### config.mk
export PLATFORM = sky130hd
export DESIGN_NAME = vga_scan_ctrl
export DESIGN_NICKNAME = d
export VERILOG_FILES = /design/src/rtl/vga_scan_ctrl.sv
export SDC_FILE = /design/constraint.sdc
export NUM_CORES = 1
export LEC_CHECK = 0
export ABC_AREA = 1
export ABC_CLOCK_PERIOD_IN_PS = 1800
export BUFFER_PORTS_ARGS = -buffer_cell sky130_fd_sc_hd__buf_2
export CORE_UTILIZATION = 25
export CTS_BUF_LIST = sky130_fd_sc_hd__clkbuf_4
export DETAILED_ROUTE_END_ITERATION = 16
export PLACE_DENSITY = 0.54
export REMOVE_ABC_BUFFERS = 1
export SYNTH_ARGS = -nofsm -noshare
export SYNTH_HDL_FRONTEND = slang
export SYNTH_SLANG_ARGS = --single-unit
### constraint.sdc
create_clock -name clk -period 1.8 [get_ports clk]
set_input_delay 0.27 -clock clk [delete_from_list [all_inputs] [get_ports clk]]
set_output_delay 0.27 -clock clk [all_outputs]
set_load 0.1 [all_outputs]
### src/rtl/vga_scan_ctrl.sv
// VGA scan master: pixel divider, h/v counters, scan coordinates,
// sync/blank alignment to the colour pipeline and RGB444 output.
module vga_scan_ctrl #(
  parameter int PIX_DIV = 4,
  parameter int H_ACT   = 640,
  parameter int H_FP    = 16,
  parameter int H_SYNC  = 96,
  parameter int H_BP    = 48,
  parameter int V_ACT   = 480,
  parameter int V_FP    = 10,
  parameter int V_SYNC  = 2,
  parameter int V_BP    = 33,
  parameter int PIPE    = 1
) (
  input  logic        clk,
  input  logic        clrn,
  input  logic [15:0] color_in,
  output logic [9:0]  x,
  output logic [8:0]  y,
  output logic        active,
  output logic        pix_tick,
  output logic        frame_tick,
  output logic        hs,
  output logic        vs,
  output logic [3:0]  r,
  output logic [3:0]  g,
  output logic [3:0]  b
);

  localparam int H_TOT = H_ACT + H_FP + H_SYNC + H_BP;
  localparam int V_TOT = V_ACT + V_FP + V_SYNC + V_BP;
  localparam int DW    = (PIX_DIV > 1) ? $clog2(PIX_DIV) : 1;

  localparam logic [DW-1:0] DIV_LAST = DW'(PIX_DIV - 1);
  localparam logic [9:0] H_LAST = 10'(H_TOT - 1);
  localparam logic [9:0] V_LAST = 10'(V_TOT - 1);
  localparam logic [9:0] H_A    = 10'(H_ACT);
  localparam logic [9:0] V_A    = 10'(V_ACT);
  localparam logic [9:0] V_PRE  = 10'(V_ACT - 1);
  localparam logic [9:0] HS_B   = 10'(H_ACT + H_FP);
  localparam logic [9:0] HS_E   = 10'(H_ACT + H_FP + H_SYNC);
  localparam logic [9:0] VS_B   = 10'(V_ACT + V_FP);
  localparam logic [9:0] VS_E   = 10'(V_ACT + V_FP + V_SYNC);

  logic [DW-1:0]     div_cnt;
  logic              run;
  logic [9:0]        h_cnt;
  logic [9:0]        v_cnt;
  logic              h_last;
  logic              hs_raw;
  logic              vs_raw;
  logic              act_raw;
  logic [2:0]        dly_in;
  logic [3*PIPE-1:0] dly;
  logic [3*PIPE-1:0] dly_nxt;
  logic              cap_act;
  logic              unused_bits;

  // run keeps the first tick PIX_DIV clocks after reset release,
  // including the PIX_DIV=1 case where the divider is constant.
  assign pix_tick = run && (div_cnt == DIV_LAST);
  assign h_last   = (h_cnt == H_LAST);

  always_ff @(posedge clk or negedge clrn) begin
    if (!clrn) begin
      div_cnt <= '0;
      run     <= 1'b0;
    end else begin
      run <= 1'b1;
      if (div_cnt == DIV_LAST)
        div_cnt <= '0;
      else
        div_cnt <= div_cnt + DW'(1);
    end
  end

  always_ff @(posedge clk or negedge clrn) begin
    if (!clrn) begin
      h_cnt      <= '0;
      v_cnt      <= '0;
      frame_tick <= 1'b0;
    end else begin
      frame_tick <= pix_tick && h_last && (v_cnt == V_PRE);
      if (pix_tick) begin
        if (h_last) begin
          h_cnt <= '0;
          v_cnt <= (v_cnt == V_LAST) ? '0 : v_cnt + 10'd1;
        end else begin
          h_cnt <= h_cnt + 10'd1;
        end
      end
    end
  end

  assign hs_raw  = !((h_cnt >= HS_B) && (h_cnt < HS_E));
  assign vs_raw  = !((v_cnt >= VS_B) && (v_cnt < VS_E));
  assign act_raw = (h_cnt < H_A) && (v_cnt < V_A);
  assign dly_in  = {hs_raw, vs_raw, act_raw};

  generate
    if (PIPE == 1) begin : g_one
      assign dly_nxt = dly_in;
    end else begin : g_shift
      assign dly_nxt = {dly[3*PIPE-4:0], dly_in};
    end
  endgenerate

  // Gate colour with the active bit entering the last stage so the
  // captured RGB lines up with the hs/vs leaving the delay line.
  assign cap_act = dly_nxt[3*PIPE-3];

  always_ff @(posedge clk or negedge clrn) begin
    if (!clrn) begin
      dly       <= {PIPE{3'b110}};
      {r, g, b} <= 12'h000;
    end else if (pix_tick) begin
      dly       <= dly_nxt;
      {r, g, b} <= cap_act ? color_in[11:0] : 12'h000;
    end
  end

  assign hs     = dly[3*PIPE-1];
  assign vs     = dly[3*PIPE-2];
  assign x      = h_cnt;
  assign y      = v_cnt[8:0];
  assign active = act_raw;

  assign unused_bits = ^{color_in[15:12], dly[3*PIPE-3]};

endmodule

-- After elaboration in Yosys (flattened, before gate mapping)
Cells that the tools add are included.
- RAM bits: 0
- logic and storage cells: 35
- output and inout port bits: 36
- bits in read-only memories: 0
- memories kept: 0
- bits in registers: 39
- latch bits: 0
- input port bits: 18
- magnitude comparators: 6
- $add $sub $neg: 3
- mux-type cells: 4
- equal/unequal tests: 4
- reductions and logical operators: 9
- shift operators: 0
- div/mod/pow operators: 0
- multiply operators: 0
- bitwise logic cells: 0
- operators by type and width (operator ; number):
    adder 10 x 1 -> 10 bit (second input constant) ; 2
    equality test 10 bit (second input constant) ; 2
    < comparator 10 bit (second input constant) ; 2
    < comparator 10 x 9 -> 1 bit (second input constant) ; 2
    two-way mux 10 bit ; 2
    two-way mux 12 bit ; 1
    equality test 10 x 9 -> 1 bit (second input constant) ; 1
    greater-or-equal comparator 10 bit (second input constant) ; 1
    greater-or-equal comparator 10 x 9 -> 1 bit (second input constant) ; 1
    logical AND 1 bit ; 6
    adder 2 x 1 -> 2 bit (second input constant) ; 1
    equality test 2 bit (second input constant) ; 1
    logical NOT 1 bit ; 2
    two-way mux 2 bit ; 1
    AND reduction 2 bit ; 1

-- Longest topological paths before layout
Gate-level depths: netlist of the first run.
- depth after elaboration: 4
- gate-level depth with buffers: 9
- depth with buffers taken out: 8

-- Worst setup path after synthesis of the first run
OpenSTA, ideal clock, no wires.
- path kind: register -> output
- from: register h_cnt[9], in the netlist x[9]
- to: output active
- required time: 1530 ps
- slack: -494 ps
- data arrival time: 2024 ps
- buffers on the path: 1
- cell stages (with the launch flop): 7
- path through: dfrtp_1 -> nand2_1 -> inv_1 -> nor2_1 -> nand2_1 -> buf_4 -> inv_1
- cells in the longest elaborated chain, start to end: 2
- RTL lines (element ; line ; RTL):
    start, declared ; 47 ; logic [9:0] h_cnt;
    start signal, assigned ; 89 ; h_cnt <= h_cnt + 10'd1;
    < comparator 10 bit ; 97 ; assign act_raw = (h_cnt < H_A) && (v_cnt < V_A);
    logical AND 1 bit ; 97 ;
    end, declared ; 20 ; output logic active,
No other way between the ends.

-- Worst setup path after layout of the first run
- from: register v_cnt[7]
- to: output active
- cells in the longest elaborated chain, start to end: 2
- RTL lines (element ; line ; RTL):
    start, declared ; 48 ; logic [9:0] v_cnt;
    start signal, assigned ; 87 ; v_cnt <= (v_cnt == V_LAST) ? '0 : v_cnt + 10'd1;
    < comparator 10 x 9 -> 1 bit ; 97 ;
    logical AND 1 bit ; 97 ;
No other way between the ends.

==> run metrics, run 1 <==
status completed; first-pass GRT wire length 8217 µm; CTS Buf Count 5; register clock-pin slew on the reported worst setup and hold paths ~0.13 ns; Crit-path slowest cell dfrtp_2; hpwl dp 3556 µm; async set-or-reset flop fraction in the synthesized netlist 1.000; HP Class in -> reg; port bufs between 40 and 50; n_diodes 0; CP required 1.53 ns; R2R Path End v_cnt[2]; crit path DAT 1.42 ns; most frequent cells in the layout 70 x nand2_1, 47 x buf_2, 34 x dfrtp_1; CTS tree built; Pwr Density around 870 nW/µm²; Max-Cap Viols 0; Max Transition Viols Final 0; Max rail drop VDD 0.3939 mV; Pre-antenna DRT Iters 4; Setup violations, final 0; CTS root buf clkbuf_4; Cells after Synth 260; drt total wl 4819 µm; Worst setup SP type flip-flop; Crit path max-delay family simple AND/OR/NAND/NOR gates; Tot GR Track Use 0.1199; hold path depth 3; area grow syn2layout 23.82%; clock sink count 38; DR vias/cell 4.325; via count about 1800; # fillers around 900; Starting Density 0.2577; ys flop type dfrtp_1; Die Height between 90 and 100 µm; global route overflow 0; GP Congestion 0.7934; Max clock buf depth 2; antenna-violating nets left 0; Yosys warning total 0; Hold Crit Endpoint b[0]; Crit path top cell by count nand2_2; commonest non-fill, non-tap cell in the layout nand2_1; fin nets 339; syn avg cell area 8.142 µm²; largest net degree at the start of global routing 39; worst skew pair latency 0.35 ns; antenna violations before repair 0; register area share after synthesis 0.4504; final hold vios 0; share of layout cells above drive strength 1 0.3354; f_max roughly 590 MHz; number of global-route vias before repair roughly 1800; initial drt markers 63; crit path max fanout 4; core area 8217 µm²; number of enable flip-flop cells after synthesis 0; period utilization 0.9387; LEAKAGE approximately 1.4 nW; RSZ-0062 raised after global routing no; row count 33; CP Capture Type output port; Reg2Reg Depth 8; critical path, cell by cell nand2_2 -> nor3_2 -> nand2_1 -> nand2_2 -> inv_2 -> buf_12; Netlist Area Pre-Place 2117 µm²; H-tree depth 2; Setup CP Type reg -> out; Netlist cell types 32; r2r setup slk approximately 0.25 ns; worst hold margin ~0.16 ns; chip width roughly 94 µm; delay of the slowest cell on the worst path 0.42 ns; WP buf/inv 2; Synth Register Bits 38; I/O Pins 54; clk_skew 0.007239 ns; DRC viols 0; Final Util 0.3190; HP Start color_in[0]; Tmin final approximately 1.7 ns; die area slightly below 9000 µm²; WL/cell 11.45 µm; worst r2r src x[0]
[cells by family after synthesis]
logic type                 share of synthesized area
and+or+nand+nor                               0.3191
adders and majority gates                    0.03546
buffers and inverters                        0.09869
DFF                                           0.4504
xor gates and xnor gates                     0.02896
other                                       0.001771
AOI/OAI and AO/OA                            0.06561
[worst max-delay path by stage]
stage	startpoint	endpoint	slack (ns)	cells after the start
6_report	v_cnt[7]	active	0.11	6
2_1_floorplan	div_cnt[0]	dly[1]	-0.55	6
4_1_cts	v_cnt[7]	active	0.003	6
5_1_grt	v_cnt[7]	active	0.01	6
3_5_place_dp	div_cnt[0]	b[3]	0.18	6
3_3_place_gp	div_cnt[0]	g[3]	0.23	6
[tightest hold or removal path, cell delays in order]
cell and delay [ns]:
buf_2 0.09, nand2_1 0.05, o21ai_0 0.07
[final cells by class]
class,instances,area [µm²],share of cell area
Clock inverter,3,45.04,0.01718
Tap cell,105,131.4,0.05012
Multi-Input combinational cell,180,969.7,0.3699
Sequential cell,38,955.9,0.3647
Clock buffer,5,37.54,0.01432
Inverter,28,106.4,0.04057
Timing Repair Buffer,62,375.4,0.1432
[cell usage after synthesis (5+ instances only)]
cell type | count | area [µm²]
xor2_1 | 7 | 61.31
buf_4 | 11 | 82.58
dfrtp_1 | 36 | 900.9
nand3_1 | 12 | 60.06
nor2_2 | 7 | 43.79
o21ai_0 | 14 | 70.07
ha_1 | 6 | 75.07
inv_1 | 22 | 82.58
inv_2 | 5 | 18.77
nand2_1 | 73 | 274.0
nor2_1 | 29 | 108.9
[timing repair]
item / in CTS / in global routing
buffers inserted: 3 / 4
setup endpoints to repair: 2 / 2
hold endpoints to repair: 36 / 0
pin swaps: 0 / 3
gates resized for setup: 3 / 7
hold buffers: 1 / 0
[report_power, final]
group | switching, mW | internal, mW
Combinational | 0.592 | 0.109
Sequential | 0.0711 | 0.914
Clock | 0.312 | 0.291
[per-stage QoR]
step / TNS (ns) / power (mW) / area, µm² / setup slack [ns] / cells
floorplan: -11.21 / 1.572 / 2014 / -0.5528 / 246
global route: 0 / 2.409 / 2621 / 0.01224 / 421
detailed placement: 0 / 1.709 / 2459 / 0.1756 / 405
global placement: 0 / 1.701 / 2459 / 0.2267 / 405
CTS: 0 / 2.326 / 2577 / 0.003429 / 417
finish: 0 / 2.288 / 2621 / 0.1104 / 421
[layer usage]
metal	share of wire	GRT usage
met5	0	0
met3	0.038	0.02913
met2	0.47	0.1892
met1	0.47	0.1548
met4	0.021	0.05256
[flip-flops by register name (all words and copies together), names as in the netlist]
register	flops
v_cnt	10
x	10
b	4
g	4
r	4
div_cnt	2
dly	2
frame_tick	1
run	1
(Power assumes the default switching activity.)
==> run 2: changes to the inputs <==
--- a/config.mk
+++ b/config.mk
@@ -12,6 +12,7 @@
 export CTS_BUF_LIST = sky130_fd_sc_hd__clkbuf_4
 export DETAILED_ROUTE_END_ITERATION = 16
 export PLACE_DENSITY = 0.54
+export RECOVER_POWER = 50
 export REMOVE_ABC_BUFFERS = 1
 export SYNTH_ARGS = -nofsm -noshare
 export SYNTH_HDL_FRONTEND = slang
==> run metrics, run 2 (synthesis results as in run 1) <==
status completed (unchanged); initial drt markers 62 (was 63); placed cell areas 2459 µm² (unchanged); Clock Power Share 0.263 (was 0.264); period utilization 0.9385 (was 0.9387); worst r2r src div_cnt[0] (was x[0]); I/O Pins 54 (unchanged); clk_skew 0.007298 ns (was 0.007239 ns); Max-Cap Viols 0 (unchanged); Hold Crit Endpoint b[0] (unchanged); setup TNS 0 ns (unchanged); global route overflow 0 (unchanged); core area 8217 µm² (unchanged); Max clock buf depth 2 (unchanged); CP required 1.53 ns (about the same); largest net degree at the start of global routing 39 (unchanged); chip width 94.02 µm (unchanged); Tot GR Track Use 0.1199 (unchanged); Tmin final 1.689 ns (was 1.690 ns); Reg2Reg Depth 8 (unchanged); clock sink count 38 (unchanged); Sw Ratio 0.4253 (was 0.4258); final hold vios 0 (unchanged); CTS Buf Count 5 (unchanged); antenna violations before repair 0 (unchanged); delay of the slowest cell on the worst path 0.42 ns (about the same); Int Pwr 1.313 mW (was 1.314 mW); RSZ-0062 raised after global routing no (unchanged); hold path depth 3 (unchanged); Crit path max-delay family simple AND/OR/NAND/NOR gates (unchanged); Die Height 94.02 µm (unchanged); critical path, cell by cell nand2_2 -> nor3_2 -> nand2_1 -> nand2_2 -> inv_2 -> buf_12 (unchanged); LEAKAGE 1.348 nW (was 1.355 nW); first-pass GRT wire length 8217 µm (unchanged); Max rail drop VDD 0.3938 mV (was 0.3939 mV); R2R Path End x[8] (was v_cnt[2]); worst skew pair latency 0.35 ns (about the same); Slew @ Worst Pin roughly 0.96 ns; area grow syn2layout 23.29% (was 23.82%); drt total wl 4811 µm (was 4819 µm); Pre-antenna DRT Iters 4 (unchanged); Setup violations, final 0 (unchanged); number of global-route vias before repair 1768 (unchanged); row count 33 (unchanged); crit path DAT 1.42 ns (about the same); WL/cell 11.43 µm (was 11.45 µm); commonest non-fill, non-tap cell in the layout nand2_1 (unchanged); die area 8840 µm² (unchanged); CP Capture Type output port (unchanged); CTS tree built (unchanged); via count 1822 (was 1821); Starting Density 0.2577 (unchanged); Inst Count DP 405 (unchanged); Rel. slew slack 0.3613; f_max 592.0 MHz (was 591.8 MHz); n_diodes 0 (unchanged); WP buf/inv 2 (unchanged); Psw 0.9719 mW (was 0.9744 mW); crit path max fanout 4 (unchanged); GP Congestion 0.7934 (unchanged); share of layout cells above drive strength 1 0.3291 (was 0.3354); antenna-violating nets left 0 (unchanged); sequential share of power 0.431 (was 0.430); Worst setup SP type flip-flop (unchanged); most frequent cells in the layout 71 x nand2_1, 44 x buf_2, 34 x dfrtp_1 (was 70 x nand2_1, 47 x buf_2, 34 x dfrtp_1); HP Class in -> reg (unchanged); hpwl dp 3556 µm (unchanged); HP Start color_in[0] (unchanged); Final Non-Filler Cells 421 (unchanged); register clock-pin slew on the reported worst setup and hold paths 0.13 ns (about the same); H-tree depth 2 (unchanged); r2r setup slk 0.15 ns (was 0.25 ns); Final Instance Area 2610 µm² (was 2621 µm²); fin nets 339 (unchanged); Pwr Density 875.5 nW/µm² (was 873.0 nW/µm²); # fillers 902 (was 899); CTS root buf clkbuf_4 (unchanged); Crit path top cell by count nand2_2 (unchanged); DRC viols 0 (unchanged); DR vias/cell 4.328 (was 4.325); Crit-path slowest cell dfrtp_2 (unchanged); Setup CP Type reg -> out (unchanged); Max Transition Viols Final 0 (unchanged); Comb pwr share 0.306 (about the same); port bufs 49 (unchanged)
-- run 2: changes by cell type in the layout (fill, tap and decap cells not counted) --
| cell | previous run | this run |
|---|---|---|
| o21ai_1 | 4 | 3 |
| buf_4 | 12 | 9 |
| nand2_2 | 4 | 3 |
| buf_2 | 47 | 44 |
| clkbuf_2 | 0 | 5 |
| clkbuf_1 | 0 | 1 |
| o21ai_0 | 14 | 15 |
| nand2_1 | 70 | 71 |
-- run 2: layout make-up --
| class | instances | area (µm²) | share of cell area |
|---|---|---|---|
| Clock buffer | 5 | 37.54 | 0.01438 |
| Clock inverter | 3 | 45.04 | 0.01726 |
| Inverter | 28 | 106.4 | 0.04075 |
| Multi-Input combinational cell | 180 | 967.2 | 0.3706 |
| Sequential cell | 38 | 955.9 | 0.3663 |
| Tap cell | 105 | 131.4 | 0.05034 |
| Timing Repair Buffer | 62 | 366.6 | 0.1405 |
-- run 2: power groups by stage --
stage	registers [mW]	logic, mW	clock network [mW]
after floorplan	1.43	0.140	0
after global placement	1.00	0.700	0
after detailed placement	1.00	0.706	0
after CTS	0.987	0.708	0.631
after global routing	0.998	0.742	0.669
final	0.985	0.699	0.601
-- run 2: repair_timing --
| item | 4_1_cts | 5_1_grt |
|---|---|---|
| endpoints found under the hold margin | 36 | 0 |
| hold buffers | 1 | 0 |
| pin swaps | 0 | 3 |
| gates resized for setup | 3 | 7 |
| endpoints found under the setup margin | 2 | 2 |
| setup buffers | 3 | 4 |
-- run 2: layer usage --
| metal | wire (µm) | track usage | share of wire | vias to the layer above |
|---|---|---|---|---|
| met5 | 0 | 0 | 0 | - |
| met3 | 183 | 0.02913 | 0.038 | 11 |
| met4 | 102 | 0.05256 | 0.021 | 0 |
| met2 | 2275 | 0.1892 | 0.47 | 35 |
| met1 | 2249 | 0.1548 | 0.47 | 862 |
| li1 | - | - | - | 914 |
-- run 2: worst register-to-register path, cell delays in order, from the launching register on --
cell and delay, ns:
dfrtp_1 0.41, ha_1 0.24, nand2_4 0.12, clkbuf_1 0.34
nor2_2 0.11, nand2_1 0.15, o21bai_2 0.07, nand2_1 0.06
nor2_1 0.04
-- run 2: worst max-delay path by stage --
| stage | from | to | slack (ns) | depth (start not counted) |
|---|---|---|---|---|
| after floorplan | div_cnt[0] | dly[1] | -0.55 | 6 |
| after global placement | div_cnt[0] | g[3] | 0.23 | 6 |
| after detailed placement | div_cnt[0] | b[3] | 0.18 | 6 |
| after CTS | v_cnt[7] | active | 0.003 | 6 |
| after global routing | v_cnt[7] | active | 0.01 | 6 |
| final | v_cnt[7] | active | 0.11 | 6 |
-- run 2: per-stage QoR --
step                      power (mW)  hold slack, ns  setup WS (ns)    util
after floorplan                1.572        -0.02559        -0.5528       -
after global placement         1.701          0.3633         0.2267  0.2992
after detailed placement       1.709          0.3625         0.1756  0.2992
after CTS                      2.326          0.1450       0.003429  0.3137
after global routing           2.409          0.1375        0.01224  0.3176
final                          2.285          0.1643         0.1108  0.3176
